--- src/rtl/counter_pkg.sv ---
// -----------------------------------------------------------------------------
// counter_pkg
// Shared definitions for the counter family (up counter and down counter).
//   DEFAULT_WIDTH : count width shared with the 4-bit up counter
//   state_t       : down-counter control state encoding
// -----------------------------------------------------------------------------
package counter_pkg;

    localparam int DEFAULT_WIDTH = 4;

    typedef enum logic [1:0] {
        IDLE = 2'b00,
        RUN  = 2'b01,
        DONE = 2'b10
    } state_t;

endpackage : counter_pkg

--- src/rtl/down_counter.sv ---
// -----------------------------------------------------------------------------
// down_counter
// Loadable WIDTH-bit down counter used as a period / timeout generator.
// Counts from a loaded value toward zero, pulses tc for one cycle when the
// count reaches zero, then either stops (one-shot) or reloads (periodic).
//
// Ports
//   clk          : single clock, all state changes on the rising edge
//   reset        : synchronous, active-low reset
//   load         : load din into the count and the reload register
//   din          : load value
//   en           : count enable, one decrement per enabled cycle
//   auto_reload  : 1 = periodic, 0 = one-shot (sampled every cycle)
//   Q            : current count (registered)
//   tc           : terminal-count pulse, one cycle (registered)
//   busy         : high while counting (RUN)
//   done         : high once a one-shot expired or zero was loaded (DONE)
// -----------------------------------------------------------------------------
module down_counter
    import counter_pkg::*;
#(
    parameter int WIDTH = DEFAULT_WIDTH
) (
    input  logic             clk,
    input  logic             reset,
    input  logic             load,
    input  logic [WIDTH-1:0] din,
    input  logic             en,
    input  logic             auto_reload,
    output logic [WIDTH-1:0] Q,
    output logic             tc,
    output logic             busy,
    output logic             done
);

    localparam logic [WIDTH-1:0] ZERO = {WIDTH{1'b0}};
    localparam logic [WIDTH-1:0] ONE  = {{(WIDTH-1){1'b0}}, 1'b1};

    state_t           state_r;
    state_t           state_nxt_s;
    logic [WIDTH-1:0] q_r;
    logic [WIDTH-1:0] q_nxt_s;
    logic [WIDTH-1:0] reload_r;
    logic [WIDTH-1:0] reload_nxt_s;
    logic             tc_r;
    logic             tc_nxt_s;
    logic             busy_r;
    logic             done_r;

    // Next-state / next-count logic: load beats counting, tc defaults low.
    always_comb begin
        state_nxt_s  = state_r;
        q_nxt_s      = q_r;
        reload_nxt_s = reload_r;
        tc_nxt_s     = 1'b0;

        if (load) begin
            // A load in the cycle the count would hit zero swallows that tc,
            // because tc_nxt_s is never raised on this branch.
            reload_nxt_s = din;
            q_nxt_s      = din;
            if (din != ZERO) begin
                state_nxt_s = RUN;
            end else begin
                state_nxt_s = DONE;
            end
        end else begin
            case (state_r)
                IDLE: begin
                    state_nxt_s = IDLE;
                end
                RUN: begin
                    if (en) begin
                        if (q_r > ONE) begin
                            q_nxt_s = q_r - ONE;
                        end else if (q_r == ONE) begin
                            q_nxt_s  = ZERO;
                            tc_nxt_s = 1'b1;
                            if (auto_reload) begin
                                state_nxt_s = RUN;
                            end else begin
                                state_nxt_s = DONE;
                            end
                        end else begin
                            // Count sits at zero after a periodic tc: reload,
                            // or stop quietly if periodic mode was dropped.
                            if (auto_reload) begin
                                q_nxt_s = reload_r;
                            end else begin
                                state_nxt_s = DONE;
                            end
                        end
                    end else begin
                        state_nxt_s = RUN;
                    end
                end
                DONE: begin
                    q_nxt_s = ZERO;
                end
                default: begin
                    // Unreachable encoding: park safely with a cleared count.
                    state_nxt_s = IDLE;
                    q_nxt_s     = ZERO;
                end
            endcase
        end
    end

    // State, count, reload value and status flags, with synchronous reset.
    always_ff @(posedge clk) begin
        if (!reset) begin
            state_r  <= IDLE;
            q_r      <= ZERO;
            reload_r <= ZERO;
            tc_r     <= 1'b0;
            busy_r   <= 1'b0;
            done_r   <= 1'b0;
        end else begin
            state_r  <= state_nxt_s;
            q_r      <= q_nxt_s;
            reload_r <= reload_nxt_s;
            tc_r     <= tc_nxt_s;
            busy_r   <= (state_nxt_s == RUN);
            done_r   <= (state_nxt_s == DONE);
        end
    end

    assign Q    = q_r;
    assign tc   = tc_r;
    assign busy = busy_r;
    assign done = done_r;

endmodule : down_counter

--- config.mk ---
export PLATFORM = sky130hd
export DESIGN_NAME = down_counter
export DESIGN_NICKNAME = d
export VERILOG_FILES = /design/src/rtl/counter_pkg.sv /design/src/rtl/down_counter.sv
export SDC_FILE = /design/constraint.sdc
export NUM_CORES = 1
export LEC_CHECK = 0
export ABC_AREA = 1
export BUFFER_PORTS_ARGS = -buffer_cell sky130_fd_sc_hd__buf_2
export CORE_MARGIN = 5
export CORE_UTILIZATION = 35
export CTS_CLUSTER_DIAMETER = 60
export DETAILED_ROUTE_END_ITERATION = 10
export PLACE_DENSITY = 0.65
export SETUP_SLACK_MARGIN = 0.4
export SLEW_MARGIN = 20
export SYNTH_ARGS = -nofsm -noshare
export SYNTH_HDL_FRONTEND = slang
export SYNTH_SLANG_ARGS = --single-unit
--- constraint.sdc ---
create_clock -name clk -period 1.92 [get_ports clk]
set_input_delay 0.576 -clock clk [delete_from_list [all_inputs] [get_ports clk]]
set_output_delay 0.576 -clock clk [all_outputs]
set_load 0.01 [all_outputs]
* Word-level counts from Yosys, hierarchy flattened *
Index checks and enable logic that the tools add are counted.

storage, ports and cells
  input bits = 9
  output and inout port bits = 7
  register bits after elaboration = 13
  word-level logic and storage cells = 38

cells by class
  bitwise operators = 3
  add/subtract/negate cells = 1
  mux-type cells = 15
  order comparisons = 1
  equal/unequal tests = 8
  reductions and logical operators = 4

operators by type and width
  cell                                                           count
  two-way mux 4 bit                                              5
  two-way mux 2 bit                                              7
  case mux 4 bit (2 select lines)                                1
  inequality test 5 bit, second input constant                   1
  OR reduction 5 bit                                             1
  equality test 2 x 1 -> 1 bit, second input constant            2
  equality test 2 bit, second input constant                     2
  equality test 4 x 1 -> 1 bit, second input constant            1
  greater-than comparator 4 x 1 -> 1 bit, second input constant  1
  case mux 2 bit (2 select lines)                                1
  nonzero test 4 bit                                             1
  subtractor 4 x 1 -> 4 bit, second input constant               1
  inequality test 3 bit, second input constant                   1
  NOT 1 bit                                                      3
  AND reduction 3 bit                                            1
  logical NOT 2 bit                                              1
  inequality test 2 bit, second input constant                   1
  two-way mux 1 bit                                              1

* Depth between registers and ports, before layout *
Gate-level depths: netlist of run 1.

  depth after elaboration = 7
  depth in mapped cells = 12
  depth with buffers taken out = 12

* Least setup slack after synthesis of run 1 *
No wires, ideal clock.

  path type = reg-to-reg
  start = register q_r[0] (netlist: Q[0])
  end = register q_r[2] (netlist: Q[2])
  stages on the path, launching flop included = 11
  data required time = 1.807 ns
  buffers on the path = 0
  clock period less this slack = 1.445 ns
  setup slack = 0.475 ns
  arrival time = 1.332 ns
  setup time = 0.113 ns
  cell sequence = dfxtp_1 inv_1 ha_1 nand2_1 nor2_2 nand2_2 o21ai_2 a21oi_4 inv_2 nor2_1 nor2_1

on the way
  cells in the longest elaborated chain, start to end = 6
  elaborated cells between the ends (all ways) = 10
  those cells by class = 1 x add/sub; 1 x order compare; 2 x eq/ne; 5 x mux; 1 x reduce/logical

RTL lines
  item                                                                               line                 RTL
  from (decl)                                                                        down_counter.sv:41   logic [WIDTH-1:0] q_r;
  from (signal assigned)                                                             down_counter.sv:120  q_r <= q_nxt_s;
  parallel branches: the longest is 6 deep, another holds subtractor 4 x 1 -> 4 bit  n/a

Several ways; the timed one is not identified. The select of a mux whose other input is x is not followed.
A chain may end at the register's enable or synchronous reset.

* Worst setup path in the final report of run 1 *
Ends and elaborated chain as after synthesis.

==> results.yml, run 1 <==
status:
  outcome: "completed"
placement:
  placed_area_sq_um: 876
  dp_hpwl_microns: 1350
  dp.cells: 156
  place.gp.congestion: 0.805
  portBuffers: 15
hold_path:
  min_to: "reload_r[1]"
  min-delay-start: "reload_r[1]"
  hp-class: "flop to flop"
  holdPathStages: 2
timing:
  rsz0062_at_grt: "yes"
  final_hold_viol_count: 0
  drv_slew: 0
  fin_crit_ps: 1450
  tns_ps: 0
  skew_ps: 1.75
  final-setup-viol-count: 0
  max-slew-margin-rel_pct: 84.6
  timing.hold.ws_ps: 472
  tightest_slew_ps: 230
  max_freq_mhz: 692
  finalCritPeriodShare_pct: 75.3
detailed_routing:
  avgViaCountPerCell: 4.64
  post_drt_wl_per_cell_microns: 10.7
  firstDrtPassIters: 4
  drt_wl_total_microns: 1730
  final_antenna_net_count: 0
  vias: 751
  dr.first_iter.drc_count: 16
  drc_errors: 0
layout:
  final_cell_area_sq_um: 958
  drive_gt1_share_pct: 33.6
  fin_nets: 149
  fin_cells: 162
  syn_to_final_growth_pct: 23.9
  antennaDiodeCount: 0
logic_synthesis:
  ys_top_cells_by_count: "nand2_1, nor2_1, inv_1, dfxtp_1"
  syn_inst: 114
  ys_seq_elements: 13
  synth.area.top_cells: "dfxtp_1, nand2_1, ha_1, nor2_1, inv_1"
  ys.flop_type: "dfxtp_1"
  async_reset_ff_share_pct: 0
  ys_seq_area_share_pct: 33.7
  syn_area_per_cell_sq_um: 6.78
  syn_nets: 128
  synth_edf_count: 0
  yosys.area.top_type: "dfxtp_1"
  syn_area_sq_um: 773
  ys_types: 23
  yosys.area.top_type_share_pct: 33.7
  yosysWarnings: 0
  post-synth-top-count-cell: "nand2_1"
setup_path:
  rr_startpoint: "Q[0]"
  r2r_end: "Q[2]"
  worstPathCellList: "inv_2, ha_4, nand2_1, nor2_4, nand2_2, o21ai_4, a21oi_4, inv_2, nor2_1, nor2_1"
  worstSetupPathDepth: 10
  crit_type: "flop to flop"
  slowest_stage: "dfxtp_2"
  cp.arrival_ps: 1630
  cp-end-kind: "flop"
  crit_fanout: 7
  path_delay_family: "simple AND/OR/NAND/NOR gates"
  rrSetupSlack_ps: 470
  crit_buf_inv: 2
  cp-start-kind: "flop"
  ff2ff_path_depth: 10
  slowest_delay_ps: 360
  crit_required_ps: 2100
die:
  die_w_microns: 57
  dieArea_sq_um: 3250
  io_pins: 16
  rows: 17
  start_util_pct: 35.6
  core_area_sq_um: 2170
  die_h_microns: 57
clocking:
  clk_latency_ps: 280
  h-tree-depth: 1
  ctsLongestPathBuffers: 2
  clk_pin_slew_ps: 80
  cts_tree: "yes"
  numCtsBuffers: 3
  root_buffer: "clkbuf_4"
  cts_sinks: 13
grt:
  track_usage_pct: 11.1
  grt_max_degree: 11
  grt_pass1_vias: 681
  grt_antenna_before_repair: 0
  grt_pass1_wl_microns: 2850
  overflow: 0
pwr:
  powerDensity_nw_per_um2: 689
  leakage_nw: 0.493
  max-vdd-ir-drop_v: 0.000467
flow_run:
  max_cap_viol_count: 0
[layer usage]
| layer | share of wire, % | global-route usage, % |
|---|---|---|
| met5 | 0 | 0 |
| met4 | 2.0 | 5.96 |
| met3 | 4.3 | 3.39 |
| met2 | 47 | 17.5 |
| met1 | 47 | 13.6 |
[power by group]
group / switching (W) / internal [W]
combinational: 0.000110 / 0.0000720
clock: 0.0000966 / 0.0000807
sequential: 0.0000141 / 0.000287
[registers in the layout, summed over array words and instances (netlist names)]
register  count
busy          1
done          1
Q             4
reload_r      4
state_r       2
tc            1
[logic make-up (layout without fill, tap and decap cells)]
group	count (synthesis)	after routing	share of synthesized area [%]
XOR/XNOR	1	1	1.13
flip-flops	13	13	33.7
AO/OA/AOI/OAI	22	22	18.4
buffers and inverters	21	41	10.7
adder cells (fa/ha/maj)	5	5	8.09
AND/OR/NAND/NOR	52	52	28.0
[stage by stage]
step / utilization [%] / total power (W) / setup WS [ps]
floorplan: - / 0.000422 / 475
global placement: 40.4 / 0.000464 / 316
detailed placement: 40.4 / 0.000465 / 293
global route: 44.2 / 0.000703 / 322
finish: 44.2 / 0.000660 / 474
CTS: 41.6 / 0.000642 / 387
[area by class of cell]
| class | instances | area (sq um) |
|---|---|---|
| multi-input combinational | 80 | 468 |
| clock buffer | 4 | 26.3 |
| inverter | 20 | 75.1 |
| sequential | 13 | 264 |
| fill | 249 | 1210 |
| tap | 28 | 35.0 |
| timing repair buffer | 17 | 90.1 |
[cell usage in the layout (no fill, tap or decap), drive strengths merged, types with 2 or more instances in the layout]
cell type	Yosys	routed
dfxtp	13	13
a21oi	7	7
clkbuf	0	4
o211ai	2	2
nand2	28	28
buf	1	17
o21ai	9	9
inv	20	20
nand3	2	2
nor2	21	21
ha	5	5
[worst reg2reg max path, cell delays in order (launching register included)]
cell and delay, ps:
dfxtp_2 360, inv_2 60, ha_4 160, nand2_1 130
nor2_4 60, nand2_2 90, o21ai_4 60, a21oi_4 220
inv_2 60, nor2_1 100, nor2_1 50
[worst max-delay path by stage]
stage          start    to  slack, ps
2_1_floorplan   Q[0]  Q[2]        470
3_3_place_gp    load  Q[2]        320
3_5_place_dp    load  Q[2]        290
4_1_cts         Q[0]  Q[0]        390
5_1_grt         Q[0]  done        320
6_report        Q[0]  Q[2]        470
[what timing repair did]
item	in CTS	in global routing
gates cloned	0	0
pin swaps	1	6
setup buffers	0	2
gates resized for setup	1	13
setup endpoints to repair	5	9
hold buffers	0	0
Power figures use the tool's default switching activity.
==> run 2: changes to the inputs <==
Settings changed: PLACE_DENSITY 0.65 to 0.67.
Clock period 1.92 ns to 1.3 ns, I/O delays scaled along.
==> results.yml, run 2 (synthesis gave the netlist of run 1 again) <==
pwr:
  max-vdd-ir-drop_v: 0.000705
  powerDensity_nw_per_um2: 956
  leakage_nw: 0.566
  power_w: 0.00106
die:
  dieArea_sq_um: 3250
  io_pins: 16
  die_h_microns: 57
  core_area_sq_um: 2170
  start_util_pct: 35.6
  rows: 17
  die_w_microns: 57
timing:
  finalCritPeriodShare_pct: 113
  tightest_slew_ps: 235
  final-setup-viol-count: 9
  setup_ws_ps: -166
  drv_slew: 0
  fin_crit_ps: 1470
  final_hold_viol_count: 0
  skew_ps: 6.28
  rsz0062_at_grt: "yes"
  max-slew-margin-rel_pct: 84.2
  tns_ps: -1160
  max_freq_mhz: 682
clocking:
  cts_tree: "yes"
  root_buffer: "clkbuf_4"
  clk_pin_slew_ps: 80
  ctsLongestPathBuffers: 2
  cts_hold_buffers: 0
  clk_latency_ps: 280
  cts_sinks: 13
  numCtsBuffers: 3
  h-tree-depth: 1
status:
  outcome: "finished, violations left"
  violations: "negative setup slack"
layout:
  drive_gt1_share_pct: 42.9
  mostFrequentLayoutCells: "nand2_1, nor2_1, inv_1"
  syn_to_final_growth_pct: 43.7
  mostFrequentLayoutCell: "nand2_1"
  final_cell_area_sq_um: 1110
  fin_nets: 162
  antennaDiodeCount: 0
placement:
  place.gp.congestion: 0.827
  placed_area_sq_um: 976
  dp_hpwl_microns: 1430
  portBuffers: 15
detailed_routing:
  firstDrtPassIters: 4
  post_drt_wl_per_cell_microns: 10.7
  final_antenna_net_count: 0
  avgViaCountPerCell: 4.51
  drc_errors: 0
  dr.first_iter.drc_count: 11
  vias: 789
  drt_wl_total_microns: 1870
grt:
  grt_max_degree: 9
  grt_antenna_before_repair: 0
  global_route.usage.met2_pct: 17.9
  track_usage_pct: 12.4
  overflow: 0
  met1_usage_pct: 16.6
  grt_pass1_wl_microns: 3150
  gr-max-usage-layer: "met2"
  grt_pass1_vias: 757
  use_met3_pct: 2.94
setup_path:
  ff2ff_path_depth: 10
  r2r_end: "done"
  cp-end-kind: "flop"
  cp.arrival_ps: 1650
  crit_fanout: 4
  rr_startpoint: "Q[0]"
  rrSetupSlack_ps: -170
  cp-start-kind: "flop"
  crit_required_ps: 1480
  crit_type: "flop to flop"
hold_path:
  min-delay-start: "din[3]"
  min_to: "reload_r[3]"
  hp-class: "primary input to flop"
  holdPathStages: 3
flow_run:
  max_cap_viol_count: 0
run 2: power by group:
part / total (W) / internal (W) / switching [W]
Clock: 0.000256 / 0.000119 / 0.000137
Combinational: 0.000363 / 0.000175 / 0.000188
Sequential: 0.000443 / 0.000424 / 0.0000194
run 2: worst max path at each step:
stage                     start   end  slack, ps  cells after the start
after floorplan            Q[1]  Q[0]        -50                      9
after global placement     Q[0]  Q[0]       -110                      9
after detailed placement   Q[1]  done       -140                     10
after CTS                  Q[1]  done       -150                     10
after global routing       Q[0]  busy       -280                     11
final                      Q[0]  done       -170                     10
run 2: area by class of cell:
type / instances / area (sq um)
tap: 28 / 35.0
timing repair buffer: 30 / 221
sequential: 13 / 268
inverter: 20 / 77.6
multi-input combinational: 80 / 483
fill: 227 / 1060
clock buffer: 4 / 26.3
run 2: what timing repair did:
action / CTS / global route
endpoints found under the setup margin: 16 / 16
pin swaps: 12 / 9
resized for setup: 11 / 6
buffers inserted: 5 / 1
hold endpoints to repair: 0 / 0
gates cloned: 0 / 0
run 2: per-layer routing:
layer / vias to the layer above / part of all wire (%)
met2: 15 / 44
li1: 423 / -
met4: 0 / 3.5
met1: 344 / 49
met5: - / 0
met3: 7 / 3.4
run 2: stage by stage:
stage / utilization, % / setup WS, ps / cells / hold WS, ps
global placement: 45.0 / -110 / 165 / 452
floorplan: - / -53.4 / 114 / 439
CTS: 50.0 / -152 / 174 / 370
detailed placement: 45.0 / -136 / 165 / 456
global route: 51.2 / -277 / 175 / 381
finish: 51.2 / -166 / 175 / 371
run 2: critical path: stages, from the launching register on:
cell      delay [ps]
dfxtp_4          380
inv_4             40
ha_4             160
o211ai_1         240
o21ai_1          110
nand2_1           80
nand2_1           60
a21oi_2          160
inv_2             50
nand2_2           50
nor2_1            30
